<file path="config.mk">
export PLATFORM = sky130hd
export DESIGN_NAME = regfile_wb_arbiter_flat
export DESIGN_NICKNAME = d
export VERILOG_FILES = /design/src/rtl/regfile_pkg.sv /design/src/rtl/regfile_wb_arbiter_if.sv /design/src/rtl/rr_arbiter.sv /design/src/rtl/regfile_wb_arbiter.sv /design/src/flat_wrapper.sv
export SDC_FILE = /design/constraint.sdc
export NUM_CORES = 1
export LEC_CHECK = 0
export CORE_MARGIN = 1.5
export CORE_UTILIZATION = 40
export CTS_BUF_LIST = sky130_fd_sc_hd__clkbuf_16
export DETAILED_ROUTE_END_ITERATION = 6
export PLACE_DENSITY = 0.82
export SYNTH_ARGS = -nofsm -noshare
export SYNTH_HDL_FRONTEND = slang
export SYNTH_HIERARCHICAL = 1
export SYNTH_SLANG_ARGS = --single-unit
</file>
<file path="constraint.sdc">
create_clock -name CLOCK_50 -period 2.8 [get_ports CLOCK_50]
set_input_delay 0.42 -clock CLOCK_50 [delete_from_list [all_inputs] [get_ports CLOCK_50]]
set_output_delay 0.42 -clock CLOCK_50 [all_outputs]
set_load 0.005 [all_outputs]
</file>
<file path="src/rtl/regfile_pkg.sv">
// Shared register-file definitions: index/data widths, well-known register
// indices and the writeback request payload used by writeback requesters.
package regfile_pkg;

  localparam int unsigned REG_ADDR_W = 5;
  localparam int unsigned REG_DATA_W = 32;

  localparam logic [REG_ADDR_W-1:0] REG_ZERO  = 5'd0;
  localparam logic [REG_ADDR_W-1:0] REG_SP    = 5'd2;
  localparam logic [REG_ADDR_W-1:0] REG_CYCLE = 5'd30;

  typedef struct packed {
    logic [REG_ADDR_W-1:0] dst;
    logic [REG_DATA_W-1:0] data;
  } wb_req_t;

endpackage

</file>
<file path="src/rtl/regfile_wb_arbiter_if.sv">
// Writeback bus between N_REQ requesters and the register-file write port.
//   master : requester side (drives req_*, observes ready and write port)
//   slave  : arbiter side   (drives req_ready and the registered write port)
// Requester i occupies req_dst[i*ADDR_W +: ADDR_W] and req_data[i*DATA_W +: DATA_W].
interface regfile_wb_arbiter_if #(
  parameter int unsigned N_REQ  = 3,
  parameter int unsigned DATA_W = regfile_pkg::REG_DATA_W,
  parameter int unsigned ADDR_W = regfile_pkg::REG_ADDR_W
);

  logic [N_REQ-1:0]        req_valid;
  logic [N_REQ*ADDR_W-1:0] req_dst;
  logic [N_REQ*DATA_W-1:0] req_data;
  logic [N_REQ-1:0]        req_ready;
  logic [DATA_W-1:0]       wb;
  logic [ADDR_W-1:0]       dst;
  logic                    reg_write;

  modport master (
    output req_valid, req_dst, req_data,
    input  req_ready, wb, dst, reg_write
  );

  modport slave (
    input  req_valid, req_dst, req_data,
    output req_ready, wb, dst, reg_write
  );

endinterface

</file>
<file path="src/rtl/rr_arbiter.sv">
// Combinational round-robin arbiter.
//   req     : request vector
//   ptr     : highest-priority index for this cycle (must be < N)
//   gnt     : one-hot grant to the first requester at or after ptr (wrapping)
//   gnt_idx : binary index of the granted requester (0 when none)
module rr_arbiter #(
  parameter  int unsigned N     = 3,
  localparam int unsigned IDX_W = (N > 1) ? $clog2(N) : 1
) (
  input  logic [N-1:0]     req,
  input  logic [IDX_W-1:0] ptr,
  output logic [N-1:0]     gnt,
  output logic [IDX_W-1:0] gnt_idx
);

  logic [IDX_W:0] pos;
  logic           found;

  // Walk N slots starting at ptr; first active request wins.
  always_comb begin
    gnt     = '0;
    gnt_idx = '0;
    found   = 1'b0;
    pos     = '0;
    for (int unsigned k = 0; k < N; k++) begin
      pos = {1'b0, ptr} + (IDX_W+1)'(k);
      if (pos >= (IDX_W+1)'(N)) pos = pos - (IDX_W+1)'(N);
      if (!found && req[pos[IDX_W-1:0]]) begin
        found                 = 1'b1;
        gnt[pos[IDX_W-1:0]]   = 1'b1;
        gnt_idx               = pos[IDX_W-1:0];
      end
    end
  end

endmodule

</file>
<file path="src/rtl/regfile_wb_arbiter.sv">
// Round-robin arbiter sharing the register file's single write port among
// N_REQ writeback requesters, with a registered write port and a saturating
// contention counter.
//   CLOCK_50     : clock, all state on rising edge
//   reset_n      : synchronous active-low reset
//   bus          : writeback bus (slave side): req_valid/req_dst/req_data in,
//                  req_ready (one-hot, comb) and wb/dst/reg_write (registered) out
//   conflict_cnt : cycles with two or more valid requests, saturating
// Optional macro REGARB_BYPASS_EN adds byp_addr_a/b inputs and
// byp_hit_a/b/byp_data outputs that expose the in-flight write for forwarding.
module regfile_wb_arbiter
  import regfile_pkg::*;
#(
  parameter int unsigned N_REQ  = 3,
  parameter int unsigned DATA_W = 32,
  parameter int unsigned ADDR_W = 5,
  parameter int unsigned CNT_W  = 16
) (
  input  logic                 CLOCK_50,
  input  logic                 reset_n,
  regfile_wb_arbiter_if.slave  bus,
  output logic [CNT_W-1:0]     conflict_cnt
`ifdef REGARB_BYPASS_EN
  ,
  input  logic [ADDR_W-1:0]    byp_addr_a,
  input  logic [ADDR_W-1:0]    byp_addr_b,
  output logic                 byp_hit_a,
  output logic                 byp_hit_b,
  output logic [DATA_W-1:0]    byp_data
`endif
);

  localparam int unsigned IDX_W = (N_REQ > 1) ? $clog2(N_REQ) : 1;

  logic [IDX_W-1:0]              rr_ptr;
  logic [N_REQ-1:0]              gnt;
  logic [IDX_W-1:0]              gnt_idx;
  logic                          xfer;
  logic                          multi_valid;
  logic [N_REQ-1:0][ADDR_W-1:0]  dst_arr;
  logic [N_REQ-1:0][DATA_W-1:0]  data_arr;
  logic [DATA_W-1:0]             wb_q;
  logic [ADDR_W-1:0]             dst_q;
  logic                          reg_write_q;
  logic [CNT_W-1:0]              cnt_q;

  rr_arbiter #(.N(N_REQ)) u_arb (
    .req     (bus.req_valid),
    .ptr     (rr_ptr),
    .gnt     (gnt),
    .gnt_idx (gnt_idx)
  );

  // Grant is masked during reset so nothing is accepted in a reset cycle.
  assign bus.req_ready = gnt & {N_REQ{reset_n}};
  assign xfer          = |bus.req_ready;

  assign dst_arr  = bus.req_dst;
  assign data_arr = bus.req_data;

  // Clearing the lowest set bit leaves a non-zero value iff two or more bits are set.
  assign multi_valid = (bus.req_valid & (bus.req_valid - N_REQ'(1))) != '0;

  // Write port register, round-robin pointer and contention counter.
  always_ff @(posedge CLOCK_50) begin
    if (!reset_n) begin
      rr_ptr      <= '0;
      wb_q        <= '0;
      dst_q       <= '0;
      reg_write_q <= 1'b0;
      cnt_q       <= '0;
    end else begin
      reg_write_q <= 1'b0;
      if (xfer) begin
        wb_q        <= data_arr[gnt_idx];
        dst_q       <= dst_arr[gnt_idx];
        // x0 writes are accepted but never reach the register file.
        reg_write_q <= dst_arr[gnt_idx] != ADDR_W'(REG_ZERO);
        rr_ptr      <= (gnt_idx == IDX_W'(N_REQ - 1)) ? '0 : gnt_idx + IDX_W'(1);
      end
      if (multi_valid && cnt_q != '1) cnt_q <= cnt_q + CNT_W'(1);
    end
  end

  assign bus.wb        = wb_q;
  assign bus.dst       = dst_q;
  assign bus.reg_write = reg_write_q;
  assign conflict_cnt  = cnt_q;

`ifdef REGARB_BYPASS_EN
  // Expose the write currently on the port so decode can forward it.
  assign byp_hit_a = reg_write_q & (dst_q == byp_addr_a) & (dst_q != '0);
  assign byp_hit_b = reg_write_q & (dst_q == byp_addr_b) & (dst_q != '0);
  assign byp_data  = wb_q;
`endif

endmodule

</file>
<file path="src/flat_wrapper.sv">
// flat-port wrapper written by rule: the top's interface ports become plain ports
module regfile_wb_arbiter_flat import regfile_pkg::*;
#(
  parameter int unsigned N_REQ  = 3,
  parameter int unsigned DATA_W = 32,
  parameter int unsigned ADDR_W = 5,
  parameter int unsigned CNT_W  = 16
)
  (CLOCK_50, reset_n, conflict_cnt, bus_req_valid, bus_req_dst, bus_req_data, bus_req_ready, bus_wb, bus_dst, bus_reg_write);
  regfile_wb_arbiter_if #(.N_REQ(N_REQ), .DATA_W(DATA_W), .ADDR_W(ADDR_W)) bus_i ();
  input  logic CLOCK_50;
  input  logic reset_n;
  output logic [CNT_W-1:0] conflict_cnt;
  input wire logic [$bits(bus_i.req_valid)-1:0] bus_req_valid;
  input wire logic [$bits(bus_i.req_dst)-1:0] bus_req_dst;
  input wire logic [$bits(bus_i.req_data)-1:0] bus_req_data;
  output wire logic [$bits(bus_i.req_ready)-1:0] bus_req_ready;
  output wire logic [$bits(bus_i.wb)-1:0] bus_wb;
  output wire logic [$bits(bus_i.dst)-1:0] bus_dst;
  output wire logic [$bits(bus_i.reg_write)-1:0] bus_reg_write;
  assign bus_i.req_valid = bus_req_valid;
  assign bus_i.req_dst = bus_req_dst;
  assign bus_i.req_data = bus_req_data;
  assign bus_req_ready = bus_i.req_ready;
  assign bus_wb = bus_i.wb;
  assign bus_dst = bus_i.dst;
  assign bus_reg_write = bus_i.reg_write;
  regfile_wb_arbiter #(.N_REQ(N_REQ), .DATA_W(DATA_W), .ADDR_W(ADDR_W), .CNT_W(CNT_W)) u_core (.CLOCK_50(CLOCK_50), .reset_n(reset_n), .bus(bus_i), .conflict_cnt(conflict_cnt));
endmodule
</file>
==> reports/metrics.csv <==
stage,metric,value,unit
status,outcome,finished clean,
sta,final_hold_viol_count,0,
sta,worst_slew_pin_slew,758,ps
placement,dp_hpwl,7770,um
critical_path,crit_buf_inv,2,
critical_path,r2r_start,u_core/rr_ptr[1]$_SDFFE_PN0P_,
synth,synth.most_common_cell,nor2_1,
critical_path,reg2reg_to,u_core/bus.wb[31]$_SDFFE_PN0P_,
sta,clock_skew,4.09,ps
placement,post_dp_cell_area,0.00514,sq mm
hold_path,hold_depth,2,
clocking,tritoncts,done,
synth,yosys_warnings,6,
synth,synth-edff-count,0,
critical_path,cp_max_fo,7,
sta,finalCritPeriodShare,97.9,%
pwr,total_power,4900,uW
clocking,clkLatencyLatePin,290,ps
finish,area_growth,67.8,%
floorplanning,die_w,92.8,um
floorplanning,rows,32,
grt,grt_antenna_before_repair,0,
critical_path,crit_chain,"inv_1, ha_4, nand4bb_1, o21ai_1, a31oi_1, o22ai_1, and2_1, clkdlybuf4s50_1",
pwr,p_seq_share,25.4,%
pwr,p_switching,1890,uW
synth,synth_seq_area_share,34.7,%
sta,rsz0062_at_grt,true,
finish,final_util,69.7,%
grt,grt_pass1_vias,3518,
grt,overflow,0,
pwr,pwr-share-comb,60.3,%
clocking,clockRootBuffer,clkbuf_16,
critical_path,r2r_cells,12,
pwr,p_leak,0.00203,uW
drt,wl_per_cell,15.3,um
pwr,clock_power_share,14.3,%
placement,gp_congestion,0.855,
floorplanning,die_area,0.00861,sq mm
hold_path,hold_path_class,register to register,
clocking,clk_pin_slew,70,ps
clocking,clk_path_buf_depth,2,
pwr,swShare,38.5,%
critical_path,rrSetupSlack,180,ps
critical_path,critPathKind,register to output pin,
floorplanning,initial_core_util,41.5,%
sta,period_minus_slack,2740,ps
drt,vias,3612,
synth,synthTopCellsByArea,"dfxtp_1, mux2i_1, nor2_1",
critical_path,slowest_stage,clkdlybuf4s50_1,
critical_path,cp.arrival,2320,ps
synth,synth_cell_types,51,
finish,multi_input_area,0.00205,sq mm
synth,async_reset_ff_share,0,%
synth,syn_nets,524,
hold_path,hp-start,u_core/bus.wb[4]$_SDFFE_PN0P_,
floorplanning,core-area,0.00777,sq mm
grt,grt_pass1_wl,16300,um
flow_run,max_cap_viol_count,0,
grt,grt_max_degree,41,
clocking,cts.sinks,56,
synth,syn_area_per_cell,8.01,sq um
clocking,htreeDepth,2,
clocking,cts_buffers,5,
synth,synth_commonest_cells,"nor2_1, dfxtp_1, mux2i_1, nor3_1, a211oi_1",
drt,postRouteAntennaNets,0,
floorplanning,die_h,92.8,um
grt,grt_use_total,23.5,%
sta,setup_violations,0,
finish,fillers,637,
sta,maxSlewHeadroom,49.1,%
drt,first_pass_iters,4,
critical_path,path_delay_family,buffers and inverters,
synth,netlist.area_leader.share,34.7,%
floorplanning,io_pins,173,
finish,register_area,0.00113,sq mm
synth,yosysTopAreaCell,dfxtp_1,
sta,max_freq,365,MHz
drt,drc,0,
synth,syn-instance-count,403,
pwr,p_per_area,906,mW/mm^2
synth,synth_ff_type,dfxtp_1,
critical_path,critPathRequiredTime,2380,ps
finish,num_antenna_cells,0,
synth,syn_area,0.00323,sq mm
critical_path,end_kind,output pin,
critical_path,critPathLaunchType,register,
pwr,internal_power,3010,uW
hold_path,min_to,u_core/bus.wb[4]$_SDFFE_PN0P_,
finish,nNetsFinal,690,
drt,drt_iter0_markers,125,
finish,design_area,0.00541,sq mm
drt,avgViaCountPerCell,5.38,
synth,synth_seq_cells,56,
finish,drive_gt1_share,8.42,%
pwr,peakVddDrop,0.000421,V
sta,maxSlewViolCount,0,
critical_path,max_stage_delay,500,ps
placement,portBuffers,172,
drt,drt-total-wl,10300,um
tightest hold or removal path: cells and delay by family (launching register included):
kind / cells / cell delay [ps]
DFF: 1 / 310
and+or+nand+nor: 2 / 140
through the flow:
stage | worst slack, ps | TNS, ps | hold WS, ps | instances
2_1_floorplan | 319 | 0 | 484 | 403
3_3_place_gp | -15.7 | -382 | 483 | 663
3_5_place_dp | -120 | -2420 | 488 | 663
4_1_cts | -7.75 | -7.75 | 498 | 671
5_1_grt | -64.1 | -97.3 | 515 | 672
6_report | 59.8 | 0 | 496 | 672
sequential cells by signal, indices dropped and copies added (netlist names):
signal                cells
u_core/bus.reg_write      1
u_core/rr_ptr             2
u_core/conflict_cnt      16
u_core/bus.dst            5
u_core/bus.wb            32
final cells by class:
cell class | instances | area share, %
sequential | 56 | 20.8
multi-input combinational | 309 | 37.9
clock buffer | 5 | 2.31
tap | 102 | 2.36
clock inverter | 3 | 0.786
timing repair buffer | 189 | 35.2
inverter | 8 | 0.555
power by group through the flow:
| stage | Clock [uW] | Sequential (uW) | Combinational, uW |
|---|---|---|---|
| 3_5_place_dp | 0 | 1250 | 2850 |
| 5_1_grt | 754 | 1280 | 3210 |
| 2_1_floorplan | 0 | 1260 | 1560 |
| 4_1_cts | 715 | 1240 | 2910 |
| 3_3_place_gp | 0 | 1250 | 2790 |
| 6_report | 703 | 1240 | 2960 |
placed cells by master (no fill, tap or decap), types with 3 or more instances in the layout:
cell type	n
nor3b_1	3
o41ai_1	3
buf_4	13
and2_1	3
clkdlybuf4s50_1	168
dlymetal6s2s_1	3
o31ai_1	3
nand4_1	4
a21oi_1	18
inv_1	6
a211oi_1	35
nor2_1	79
buf_12	4
nor4_1	3
nor3_1	37
nand2_1	16
clkbuf_16	5
mux2i_1	41
dfxtp_1	54
o21ai_0	6
and3_1	3
or4_1	5
nand3_1	3
timing repair:
item / 4_1_cts / 5_1_grt
gates resized for setup: 10 / 15
setup endpoints to repair: 3 / 3
hold buffers: 0 / 0
pin swaps: 0 / 2
setup buffers: 0 / 1
how the worst max path moves through the flow:
stage / slack [ps] / cells after the start / startpoint / endpoint
2_1_floorplan: 320 / 14 / u_core/rr_ptr[1]$_SDFFE_PN0P_ / u_core/bus.wb[23]$_SDFFE_PN0P_
3_3_place_gp: -20 / 10 / bus_req_valid[1] / u_core/bus.wb[28]$_SDFFE_PN0P_
3_5_place_dp: -120 / 10 / bus_req_valid[1] / u_core/bus.wb[23]$_SDFFE_PN0P_
4_1_cts: -8 / 8 / u_core/rr_ptr[1]$_SDFFE_PN0P_ / bus_req_ready[1]
5_1_grt: -60 / 8 / u_core/rr_ptr[0]$_SDFFE_PN0P_ / bus_req_ready[0]
6_report: 60 / 8 / u_core/rr_ptr[0]$_SDFFE_PN0P_ / bus_req_ready[0]
routing by layer:
layer,global-route usage (%),vias up,routed length (um)
li1,-,1794,-
met1,27.9,1652,4250
met2,42.0,149,5190
met3,5.25,17,622
met4,6.94,0,201
met5,0,-,0
cells by family after synthesis:
logic type,after synthesis,synth area share (%)
AOI/OAI and AO/OA,86,18.6
DFF,56,34.7
buffers and inverters,38,5.27
and+or+nand+nor,175,26.1
adders and majority gates,6,2.25
muxes,42,13.0
(Power assumes the default switching activity.)
